File: config.mk
export PLATFORM = sky130hd
export DESIGN_NAME = adc128s022_scanner
export DESIGN_NICKNAME = d
export VERILOG_FILES = /design/src/rtl/adc128s022_scanner.sv
export SDC_FILE = /design/constraint.sdc
export NUM_CORES = 1
export LEC_CHECK = 0
export CAP_MARGIN = 20
export CORE_MARGIN = 5
export CORE_UTILIZATION = 24
export CTS_BUF_LIST = sky130_fd_sc_hd__clkbuf_8
export CTS_CLUSTER_DIAMETER = 120
export DETAILED_ROUTE_END_ITERATION = 12
export PLACE_DENSITY = 0.37
export SETUP_SLACK_MARGIN = 0.05
export SLEW_MARGIN = 20
export SYNTH_ARGS = -nofsm -noshare
export SYNTH_HDL_FRONTEND = slang
export SYNTH_SLANG_ARGS = --single-unit
File: constraint.sdc
create_clock -name clk -period 4.2 [get_ports clk]
set_input_delay 0.63 -clock clk [delete_from_list [all_inputs] [get_ports clk]]
set_output_delay 0.63 -clock clk [all_outputs]
set_load 0.02 [all_outputs]
File: src/rtl/adc128s022_scanner.sv
// Round-robin SPI scanner for the ADC128S022 8-channel 12-bit ADC.
// Latency: one 12-bit result per frame of 34*CLK_DIV cycles plus FRAME_GAP idle cycles; each result is tagged with its channel.
// Backpressure: none. sample_valid is a one-cycle strobe, and enable only stops scanning at a frame boundary.
//
// Ports:
//   clk, rst      system clock; synchronous active-high reset
//   enable        level; 1 = scan continuously, 0 = stop after the current frame
//   sclk, cs_n    SPI clock (idles high) and chip select (active low)
//   saddr, sdat   MOSI (address of the next channel) and MISO (conversion data)
//   busy          high in every state except IDLE
//   sample_valid  one-cycle strobe; sample_ch/sample_data hold until the next strobe
module adc128s022_scanner #(
  parameter int         CLK_DIV      = 25,
  parameter logic [7:0] CHANNEL_MASK = 8'hFF,
  parameter int         FRAME_GAP    = 4
) (
  input  logic        clk,
  input  logic        rst,
  input  logic        enable,
  output logic        sclk,
  output logic        cs_n,
  output logic        saddr,
  input  logic        sdat,
  output logic        busy,
  output logic        sample_valid,
  output logic [2:0]  sample_ch,
  output logic [11:0] sample_data
);

  // An empty mask would leave nothing to scan, so it falls back to channel 0.
  localparam logic [7:0] MASK = (CHANNEL_MASK == 8'h00) ? 8'h01 : CHANNEL_MASK;

  localparam int CNT_MAX = (CLK_DIV > FRAME_GAP) ? CLK_DIV : FRAME_GAP;
  localparam int CW      = $clog2(CNT_MAX + 1);
  localparam logic [CW-1:0] DIV_LAST = CW'(CLK_DIV - 1);
  localparam logic [CW-1:0] GAP_LAST = CW'(FRAME_GAP - 1);

  typedef enum logic [2:0] {IDLE, SETUP, SHIFT, HOLD, GAP} state_t;

  // Lowest set bit of the mask: the channel sequence starts here after reset.
  function automatic logic [2:0] first_ch();
    logic [2:0] r;
    r = 3'd0;
    for (int i = 7; i >= 0; i--) begin
      if (MASK[i]) r = 3'(i);
    end
    return r;
  endfunction

  // Next set mask bit above cur, wrapping 7->0. The loop runs downwards so
  // the nearest candidate wins. A single-bit mask returns cur itself.
  function automatic logic [2:0] next_ch(input logic [2:0] cur);
    logic [2:0] r;
    logic [2:0] c;
    r = cur;
    for (int i = 7; i >= 1; i--) begin
      c = cur + 3'(i);
      if (MASK[c]) r = c;
    end
    return r;
  endfunction

  // The ADC reads its next-channel address from bits 2..4 of the frame, MSB first.
  function automatic logic addr_bit(input logic [3:0] k, input logic [2:0] a);
    case (k)
      4'd2:    return a[2];
      4'd3:    return a[1];
      4'd4:    return a[0];
      default: return 1'b0;
    endcase
  endfunction

  localparam logic [2:0] FIRST_CH = first_ch();

  state_t        state;
  logic [CW-1:0] cnt;
  logic [3:0]    bit_k;
  logic [11:0]   shreg;
  logic [2:0]    addr;       // address sent in the current frame
  logic [2:0]    prev_addr;  // address sent in the previous frame; its data arrives now
  logic          primed;

  always_ff @(posedge clk) begin
    if (rst) begin
      state        <= IDLE;
      cnt          <= '0;
      bit_k        <= '0;
      shreg        <= '0;
      addr         <= FIRST_CH;
      prev_addr    <= '0;
      primed       <= 1'b0;
      sclk         <= 1'b1;
      cs_n         <= 1'b1;
      saddr        <= 1'b0;
      busy         <= 1'b0;
      sample_valid <= 1'b0;
      sample_ch    <= '0;
      sample_data  <= '0;
    end else begin
      sample_valid <= 1'b0;
      case (state)
        IDLE: begin
          if (enable) begin
            state <= SETUP;
            cs_n  <= 1'b0;
            busy  <= 1'b1;
            cnt   <= '0;
          end
        end

        SETUP: begin
          if (cnt == DIV_LAST) begin
            state <= SHIFT;
            cnt   <= '0;
            bit_k <= '0;
            sclk  <= 1'b0;
            saddr <= addr_bit(4'd0, addr);
          end else begin
            cnt <= cnt + CW'(1);
          end
        end

        // sclk doubles as the half-period flag: 0 = low half, 1 = high half.
        SHIFT: begin
          if (cnt != DIV_LAST) begin
            cnt <= cnt + CW'(1);
          end else begin
            cnt <= '0;
            if (!sclk) begin
              sclk <= 1'b1;
              // The first four bits off the wire are leading zeros.
              if (bit_k >= 4'd4) shreg <= {shreg[10:0], sdat};
            end else if (bit_k == 4'd15) begin
              state <= HOLD;
            end else begin
              bit_k <= bit_k + 4'd1;
              sclk  <= 1'b0;
              saddr <= addr_bit(bit_k + 4'd1, addr);
            end
          end
        end

        HOLD: begin
          if (cnt == DIV_LAST) begin
            state     <= GAP;
            cnt       <= '0;
            cs_n      <= 1'b1;
            primed    <= 1'b1;
            // The data in this frame was converted from the address sent last frame.
            if (primed) begin
              sample_valid <= 1'b1;
              sample_ch    <= prev_addr;
              sample_data  <= shreg;
            end
            prev_addr <= addr;
            addr      <= next_ch(addr);
          end else begin
            cnt <= cnt + CW'(1);
          end
        end

        GAP: begin
          if (cnt == GAP_LAST) begin
            cnt <= '0;
            if (enable) begin
              state <= SETUP;
              cs_n  <= 1'b0;
            end else begin
              state  <= IDLE;
              busy   <= 1'b0;
              primed <= 1'b0;
            end
          end else begin
            cnt <= cnt + CW'(1);
          end
        end

        default: state <= IDLE;
      endcase
    end
  end

endmodule
* After elaboration in Yosys (flattened, before gate mapping)
Memory sizes are Yosys's and may differ from the RTL's. Index checks and enable logic that the tools add are counted.
Word-level totals: ROM bits 56, output and inout bits 20, input port bits 4, memories kept 7, bits in latches 0, bits in writable memories 0, flip-flop bits (word level) 51
Memories:
- (name not given) | depth 8, width 1, read ports 1, clocked after Yosys merged registers in 0, wr ports 0, line 58 | if (MASK[c]) r = c;
- (name not given) | depth 8, width 1, read ports 1, clocked after Yosys merged registers in 0, wr ports 0, line 58
- (name not given) | depth 8, width 1, read ports 1, clocked after Yosys merged registers in 0, wr ports 0, line 58
- (name not given) | depth 8, width 1, read ports 1, clocked after Yosys merged registers in 0, wr ports 0, line 58
- (name not given) | depth 8, width 1, read ports 1, clocked after Yosys merged registers in 0, wr ports 0, line 58
- (name not given) | depth 8, width 1, read ports 1, clocked after Yosys merged registers in 0, wr ports 0, line 58
- +1 memories
Cells by class: order comparisons 8, multipliers 0, reductions and logical operators 20, mux-type cells 53, add/subtract/negate cells 9, divide/modulo/power cells 0, shifts and indexed selects 0, equal/unequal tests 20, bitwise logic cells 4
Operators by type and width (count):
- $mux 3 | 14
- $lt 3x4->1 const B | 7
- $mux 1 | 22
- $mux 5 | 4
- $pmux 5 s4 | 1
- $ne 2x2->1 const B | 9
- $mux 4 | 4
- $pmux 3 s5 | 1
- $add 3x3->3 const B | 4
- $reduce_and 3->1 | 4
- $reduce_and 4->1 | 3
- $eq 4x2->1 const B | 2
- $pmux 1 s2 | 4
- $pmux 4 s2 | 1
- $reduce_and 7->1 | 1
- $reduce_bool 7->1 | 1
- $add 3x2->3 const B | 2
- $eq 3x2->1 const B | 2
- $pmux 1 s3 | 2
- $reduce_bool 2->1 | 3
- $add 5x1->5 const B | 1
- $eq 5x2->1 const B | 1
- $eq 5x5->1 const B | 1
- $ne 5x5->1 const B | 1
- 15 further kinds | 19

* Logic depth before layout (Yosys ltp)
Gate-level depths: netlist of the first run.
word-level depth 10, depth in mapped cells 8, mapped depth without buffers 6

* Worst setup path before layout of the first run
OpenSTA, ideal clock, no wires.
kind register -> register, from reg cnt[0], to reg state[0], cell stages (with the launch flop) 6, setup slack 2385 ps, path buffers 0, required time 4133 ps, arrival time 1747 ps, library setup time 67 ps, clock period less this slack 1815 ps, path through dfxtp_1 > ha_1 > or4b_4 > o21a_1 > a2111o_1 > a21oi_2
Between the ends: word-level cells in the longest chain between the ends 3
RTL lines:
- start, declared | line 76 | logic [CW-1:0] cnt;
- start signal, assigned | line 119 | cnt <= cnt + CW'(1);
- start signal, assigned | line 126 | cnt <= cnt + CW'(1);
- start signal, assigned | line 158 | cnt <= cnt + CW'(1);
- $eq 5x2->1 (tied with other cells) | line 163 | if (cnt == GAP_LAST) begin
- $ne 2x2->1 (no line)
- $reduce_and 7->1 (no line) *
- end signal, assigned | line 166 | state <= SETUP;
- end signal, assigned | line 169 | state <= IDLE;
- end signal, assigned | line 178 | default: state <= IDLE;
- end, declared | line 75 | state_t state;
Mark *: on every way between the ends. The rest lies on a longest branch, timed or not. A chain may end at the register's enable or synchronous reset.

* Worst setup path in the final report of the first run
from reg state[1], to reg shreg[1]
Between the ends: word-level cells in the longest chain between the ends 2
RTL lines:
- start signal, assigned | line 85 | state <= IDLE;
- start signal, assigned | line 104 | state <= SETUP;
- start signal, assigned | line 113 | state <= SHIFT;
- $eq 3x2->1 | line 101 | case (state)
- $reduce_and 4->1 (no line)
- end signal, assigned | line 132 | if (bit_k >= 4'd4) shreg <= {shreg[10:0], sdat};
- end, declared | line 78 | logic [11:0] shreg;
No other way between the ends.

==> results.rst, run 1 <==
.. list-table::
   :header-rows: 1

   * - Metric
     - Value
   * - Status
     - finished, final reports clean
   * - Dominant combinational cell family by area after synthesis
     - simple AND/OR/NAND/NOR gates
   * - Number of global-route vias before repair
     - ~1700
   * - DP Wirelength
     - 3.38 mm
   * - Rel. slew slack
     - 31.3%
   * - Share of synthesized area spent on multiplexers
     - 14.0%
   * - Part of the cycle the worst path needs
     - 58.0%
   * - Global router's overall resource usage
     - 9.34%
   * - Met3 wire length
     - 142 um
   * - Number of flops mapped to enable cells by yosys
     - 0
   * - Clock root buffer master
     - sky130_fd_sc_hd__clkbuf_8
   * - Share of async-settable or async-resettable flops after synthesis
     - 0%
   * - Cells after synthesis
     - about 240
   * - Highest Clock Rate
     - ~400 MHz
   * - Fin Setup TNS
     - 0 ns
   * - Detailed Route Iter0 Violations
     - 46
   * - Detail-routed via count per cell
     - 4.44
   * - Leading cell type in the layout, fill and taps excluded
     - sky130_fd_sc_hd__dfxtp_1
   * - Routed wire length on met2
     - 2.38 mm
   * - Slew Limit Fails
     - 0
   * - RSZ-0062 raised after global routing
     - false
   * - Pwr per Cell Area
     - 309 nW/um^2
   * - Area fraction in compound gates after synthesis
     - 12.5%
   * - Static leakage
     - about 1.0 nW
   * - Level count of the clock H-tree
     - 2
   * - Post-Synth XOR/XNOR Area
     - 1.53%
   * - Sum of routed wire segments on met1
     - 2.48 mm
   * - WL/cell
     - 13.1 um
   * - Nets
     - 267
   * - Nets in the synthesized netlist
     - 252
   * - Filler cells
     - 1015
   * - Clock tree from TritonCTS
     - built
   * - Die height
     - between 100 and 150 um
   * - Maximum capacitance violations
     - 0
   * - Register bit total from synthesis
     - 51
   * - Post CTS Setup Buffer Count
     - 0
   * - Final setup skew
     - 0.00730 ns
   * - Total number of vias
     - between 1500 and 2000
   * - Residual DRC
     - 0
   * - Time the worst path needs with I/O delays and setup
     - 2.43 ns
   * - Routability congestion estimate from global placement
     - 0.698
   * - Number of warning messages in the yosys log
     - 0
   * - Netlist area before placement
     - 2280 um^2
   * - Worst Max-Slew Pin Slew
     - 1.02 ns
   * - Grt total ovfl
     - 0
   * - Count of boundary I/O pins
     - 24
   * - Remaining antenna violation count
     - 0
   * - Antenna cell count
     - 0
   * - Minimum setup slack in the final design
     - around 1.8 ns
   * - Global-route wire length before repair
     - 8.67 mm
   * - Critical path arrival
     - 2.59 ns
   * - Total Wirelength
     - 5.07 mm
   * - Synthesized-area fraction occupied by and/or/nand/nor cells
     - between 10% and 20%
   * - Worst skew pair latency
     - 0.30 ns
   * - Growth of design area from synthesis to finish
     - 18.1%
   * - Post-placement setup slack
     - ~1.7 ns
   * - Starting density of the core
     - 24.7%
   * - Post-CTS sizing
     - 0
   * - # port buffers
     - 23
   * - Area of the core
     - 9240 um^2
   * - Setup-failing EPs final
     - 0
   * - Crit path capture type
     - register
   * - Number of antenna violations at the first check in global routing
     - 0
   * - Fraction of final layout cells with drive strength greater than 1
     - under 10%
   * - Total clock buffers created by CTS
     - 5
   * - Start-to-end type of the worst setup path
     - reg2reg
   * - Worst hold-check slack
     - a little under 0.5 ns
   * - Predominant post-synthesis flop cell
     - sky130_fd_sc_hd__dfxtp_1
   * - Maximum vdd ir drop
     - 126 uV
   * - Part of the Yosys area used for sequential elements
     - ~45%
   * - Number of failing hold endpoints at the final stage
     - 0
   * - Maximum buffer depth of the clock tree
     - 2
   * - Crit path required time
     - 4.36 ns
   * - Number of distinct library cells after synthesis
     - 54
   * - Placement Rows
     - 35
   * - Maximum number of pins on one net before global-route repair
     - 53
   * - # hold bufs at CTS
     - 0
   * - Worst hold-check path type
     - reg2reg
   * - Count of TritonRoute iterations in the first routing pass
     - 4
   * - Most used cells in the layout excluding fill and tap cells
     - 51 x sky130_fd_sc_hd__dfxtp_1, 43 x sky130_fd_sc_hd__nor2_1, 32 x sky130_fd_sc_hd__mux2i_1
   * - Die width
     - 108 um
   * - Top metal layer carrying routed signals
     - met4
   * - Post-synthesis share of cell area spent on full adders, half adders and majority gates
     - under 10%
   * - Count of clock tree sinks
     - 51
   * - DIE AREA
     - 11600 um^2
   * - Clock input transition at the sequential cells of the worst setup and hold paths
     - 0.09 ns
   * - Type of element launching the critical path
     - register
   * - Crit-path max FO
     - 17
   * - Synthesized area per cell
     - 9.44 um^2
==> area by class of cell <==
cell class / count / area (um^2) / area share [%]
clock buffers: 6 / 82.6 / 3.06
clock inverters: 2 / 16.3 / 0.603
inverters: 7 / 26.3 / 0.974
multi-input cells: 169 / 1160 / 43.2
flip-flops and latches: 51 / 1020 / 37.8
well taps: 129 / 161 / 5.98
repair buffers: 23 / 225 / 8.35
==> worst max-delay path, cell delays in order, from the launching register on <==
cell and delay [ns]:
sky130_fd_sc_hd__dfxtp_1 0.68, sky130_fd_sc_hd__or3b_4 0.50, sky130_fd_sc_hd__nor4_4 0.78, sky130_fd_sc_hd__mux2i_1 0.27
sky130_fd_sc_hd__nor2_1 0.05
==> registers in the layout, indices dropped and copies added (netlist names) <==
signal / count
sclk: 1
sample_data: 12
sample_ch: 3
state: 3
prev_addr: 3
shreg: 12
primed: 1
busy: 1
addr: 3
bit_k: 4
sample_valid: 1
saddr: 1
cs_n: 1
cnt: 5
==> metal layers <==
metal,global-route usage (%),vias to the layer above
li1,-,896
met1,12.9,802
met2,14.2,15
met3,2.16,4
met4,3.25,0
met5,0,-
==> power breakdown <==
part           switching (W)  leakage [nW]  internal [W]
registers         0.00000538         0.412      0.000487
logic              0.0000238         0.579     0.0000148
clock network       0.000169        0.0474      0.000135
==> logic make-up (layout without fill, tap and decap cells) <==
group,after synthesis,after routing
buf+inv,22,38
fa+ha+maj,6,6
flops,51,51
simple gates,86,86
mux,32,32
xor+xnor,4,4
compound gates,41,41
==> worst paths after layout <==
path / startpoint / endpoint / slack [ns] / cells past startpoint
setup / recovery: state[1] / shreg[1] / 1.77 / 4
hold / removal: busy / busy / 0.49 / 2
setup reg to reg: state[1] / shreg[1] / 1.77 / 4
hold reg to reg: busy / busy / 0.49 / 2
==> stage by stage <==
| stage | power (W) | utilization [%] | cells | area, um^2 |
|---|---|---|---|---|
| after floorplan | 0.000530 | - | 242 | 2280 |
| after global placement | 0.000543 | 28.1 | 379 | 2600 |
| after detailed placement | 0.000543 | 28.1 | 379 | 2600 |
| after CTS | 0.000858 | 29.2 | 387 | 2700 |
| after global routing | 0.000879 | 29.2 | 387 | 2700 |
| final | 0.000835 | 29.2 | 387 | 2700 |
==> synth_stat cells (2+ instances only) <==
master | instances | share of area [%]
sky130_fd_sc_hd__nor4_1 | 2 | 0.55
sky130_fd_sc_hd__nand3_1 | 9 | 2.0
sky130_fd_sc_hd__mux2i_1 | 32 | 14
sky130_fd_sc_hd__nor2_1 | 43 | 7.1
sky130_fd_sc_hd__nand4_1 | 3 | 0.82
sky130_fd_sc_hd__o31ai_1 | 2 | 0.66
sky130_fd_sc_hd__nor3_1 | 2 | 0.44
sky130_fd_sc_hd__a211oi_1 | 2 | 0.66
sky130_fd_sc_hd__nand3b_1 | 2 | 0.66
sky130_fd_sc_hd__clkbuf_1 | 8 | 1.3
sky130_fd_sc_hd__nor3b_1 | 3 | 0.99
sky130_fd_sc_hd__o21ai_0 | 7 | 1.5
sky130_fd_sc_hd__ha_1 | 6 | 3.3
sky130_fd_sc_hd__nor2b_1 | 3 | 0.82
sky130_fd_sc_hd__dfxtp_1 | 51 | 45
sky130_fd_sc_hd__a21oi_1 | 11 | 2.4
sky130_fd_sc_hd__xor2_1 | 2 | 0.77
sky130_fd_sc_hd__clkbuf_2 | 2 | 0.44
sky130_fd_sc_hd__xnor2_1 | 2 | 0.77
sky130_fd_sc_hd__nand4b_1 | 2 | 0.77
sky130_fd_sc_hd__buf_2 | 2 | 0.44
sky130_fd_sc_hd__inv_1 | 7 | 1.2
sky130_fd_sc_hd__nand2_1 | 8 | 1.3
No activity file was read; power rests on OpenSTA's default activity.
==> run 2: changes to the inputs <==
==> constraint.sdc (replaced) <==
create_clock -name clk -period 2.3 [get_ports clk]
set_input_delay 0.345 -clock clk [delete_from_list [all_inputs] [get_ports clk]]
set_output_delay 0.345 -clock clk [all_outputs]
set_load 0.02 [all_outputs]
==> run 2 against run 1 <==
Net effect:
- register-to-register slack lost 1.4 ns
- total power is 84% higher
- clock power is 86% higher
- sequential cell count did not move
- sequential power is 83% higher
- count of clock-buffer cells in the layout is 1 lower
- non-clock buffer count up 8
- combinational power is 93% higher
- clock skew is essentially flat
- routed wire length increased by 3.4%
- design area increased by 2.6%
- highest routed layer unchanged
- cell count is 2.1% higher
==> results.rst, run 2 (same netlist as run 1, synthesis figures left out) <==
.. list-table::
   :header-rows: 1

   * - Metric
     - Value
   * - Placement Rows
     - 35
   * - Design internal power
     - roughly 0.0011 W
   * - Global-route wire length before repair
     - between 8 and 9 mm
   * - Status
     - finished, final reports clean
   * - Global router's overall resource usage
     - 9.27%
   * - Most used cells in the layout excluding fill and tap cells
     - 51 x sky130_fd_sc_hd__dfxtp_1, 43 x sky130_fd_sc_hd__nor2_1, 32 x sky130_fd_sc_hd__mux2i_1
   * - Reg-to-reg slack, setup
     - 0.33 ns
   * - Routability congestion estimate from global placement
     - 0.762
   * - Crit-path cells
     - ha_1 -> or4b_4 -> or3_1 -> o21ai_0 -> a21oi_1
   * - Remaining antenna violation count
     - 0
   * - Overall power consumption
     - 0.00154 W
   * - RSZ-0062 raised after global routing
     - false
   * - DIE AREA
     - approximately 12000 um^2
   * - Startpoint of the tightest hold check path
     - rst
   * - Count of clock tree sinks
     - 51
   * - Die width
     - roughly 110 um
   * - Clock tree from TritonCTS
     - built
   * - Crit-path max FO
     - 6
   * - Switching pwr
     - 0.000394 W
   * - Met3 wire length
     - approximately 100 um
   * - Detailed Route Iter0 Violations
     - 53
   * - Residual DRC
     - 0
   * - Worst r2r src
     - cnt[0]
   * - Worst hold-check path type
     - in2reg
   * - Detail-routed via count per cell
     - 4.37
   * - Critical R2R Capture
     - primed
   * - Minimum setup slack in the final design
     - 0.332 ns
   * - Count of boundary I/O pins
     - 24
   * - Rel. slew slack
     - between 60% and 70%
   * - Setup-failing EPs final
     - 0
   * - Total number of vias
     - 1728
   * - Worst Max-Slew Pin Slew
     - 0.505 ns
   * - Count of TritonRoute iterations in the first routing pass
     - 4
   * - Number of global-route vias before repair
     - approximately 1700
   * - Clk pwr share
     - between 30% and 40%
   * - Maximum vdd ir drop
     - 224 uV
   * - DP Wirelength
     - ~3.6 mm
   * - Maximum capacitance violations
     - 0
   * - Worst stage delay on the critical path
     - about 0.52 ns
   * - Time the worst path needs with I/O delays and setup
     - about 2 ns
   * - Total clock buffers created by CTS
     - 5
   * - Switch share
     - 25.6%
   * - Worst skew pair latency
     - between 0.3 and 0.4 ns
   * - WL/cell
     - roughly 13 um
   * - Post CTS Setup Buffer Count
     - 0
   * - Dpl cells
     - 387
   * - Level count of the clock H-tree
     - 2
   * - # port buffers
     - 23
   * - Crit path required time
     - roughly 2.5 ns
   * - Maximum number of pins on one net before global-route repair
     - 35
   * - Core Util, Final
     - 30.0%
   * - Combinational cell fraction of total power
     - 4.8%
   * - Maximum buffer depth of the clock tree
     - 2
   * - Start-to-end type of the worst setup path
     - reg2reg
   * - Top metal layer carrying routed signals
     - met4
   * - Worst hold path stage count
     - 2
   * - Grt total ovfl
     - 0
   * - Sequential power share
     - 58.4%
   * - Fin Setup TNS
     - 0 ns
   * - Number of antenna violations at the first check in global routing
     - 0
   * - Leading cell type in the layout, fill and taps excluded
     - sky130_fd_sc_hd__dfxtp_1
   * - Clock root buffer master
     - sky130_fd_sc_hd__clkbuf_8
   * - Growth of design area from synthesis to finish
     - 21.2%
   * - Nets
     - between 200 and 300
   * - Regs by FF count
     - sample_data: 12 flops, shreg: 12 flops, cnt: 5 flops
   * - Non-filler cells, final
     - 395
   * - Post-CTS sizing
     - 0
   * - Final setup skew
     - roughly 0.0071 ns
   * - Crit path capture type
     - register
   * - Levels on crit path
     - 5
   * - Starting density of the core
     - 24.7%
   * - Fraction of final layout cells with drive strength greater than 1
     - 10.2%
   * - Sum of routed wire segments on met1
     - 2.71 mm
   * - Antenna cell count
     - 0
   * - Routed wire length on met2
     - 2.34 mm
   * - Filler cells
     - 979
   * - Type of element launching the critical path
     - register
   * - Slew Limit Fails
     - 0
   * - Die height
     - between 100 and 150 um
   * - Pwr per Cell Area
     - 556 nW/um^2
   * - Part of the cycle the worst path needs
     - 85.6%
   * - # hold bufs at CTS
     - 0
   * - Total Wirelength
     - ~5.2 mm
   * - Number of failing hold endpoints at the final stage
     - 0
   * - Sum of buffers and inverters on the critical path
     - 0
   * - Highest Clock Rate
     - between 500 and 600 MHz
   * - Slowest stage cell on the critical path
     - sky130_fd_sc_hd__or4b_4
   * - Worst path top cell family by delay
     - simple AND/OR/NAND/NOR gates
   * - Critical path arrival
     - 2.15 ns
   * - Static leakage
     - roughly 1.1 nW
   * - Worst Hold Endpoint
     - state[0]
   * - Number of cell instances on the worst register-to-register path
     - 5
   * - Area of the core
     - 9240 um^2
   * - Clock input transition at the sequential cells of the worst setup and hold paths
     - 0.11 ns
   * - Post-placement setup slack
     - around 0.37 ns
## run 2: cell count changes in the layout (fill, tap and decap cells not counted)
cell | previous run | this run
sky130_fd_sc_hd__buf_12 | 0 | 1
sky130_fd_sc_hd__buf_4 | 0 | 7
sky130_fd_sc_hd__clkbuf_8 | 6 | 5
sky130_fd_sc_hd__clkinv_4 | 1 | 2
sky130_fd_sc_hd__clkinvlp_4 | 1 | 0
sky130_fd_sc_hd__inv_8 | 0 | 1
## run 2: per-stage QoR
step / area (um^2) / hold WS (ns)
4_1_cts: 2770 / 0.458
2_1_floorplan: 2280 / 0.460
3_3_place_gp: 2670 / 0.480
3_5_place_dp: 2670 / 0.474
6_report: 2770 / 0.461
5_1_grt: 2770 / 0.464
## run 2: power by group through the flow
stage                     Combinational [W]  Clock [W]  Sequential, W
after floorplan                   0.0000495          0       0.000918
after global placement            0.0000771          0       0.000920
after detailed placement          0.0000759          0       0.000920
after CTS                         0.0000763   0.000597       0.000900
after global routing              0.0000825   0.000627       0.000902
final                             0.0000746   0.000566       0.000900
## run 2: worst max path at each step
stage	start	endpoint	slack, ns
after floorplan	cnt[0]	state[0]	0.49
after global placement	cnt[0]	primed	0.41
after detailed placement	cnt[0]	primed	0.37
after CTS	cnt[0]	primed	0.34
after global routing	cnt[0]	primed	0.26
final	cnt[0]	primed	0.33
## run 2: cell type report
class                   count  area (um^2)  share of cell area, %
clock inverters             3         28.8                   1.04
clock buffers               5         68.8                   2.49
repair buffers             31          298                   10.8
flip-flops and latches     51         1020                   36.9
inverters                   7         26.3                  0.949
multi-input cells         169         1160                   42.1
well taps                 129          161                   5.83
## run 2: metal layers
layer	vias up	track usage [%]
met1	797	12.7
met3	7	1.92
met5	-	0
met2	15	14.1
met4	0	3.79
li1	909	-
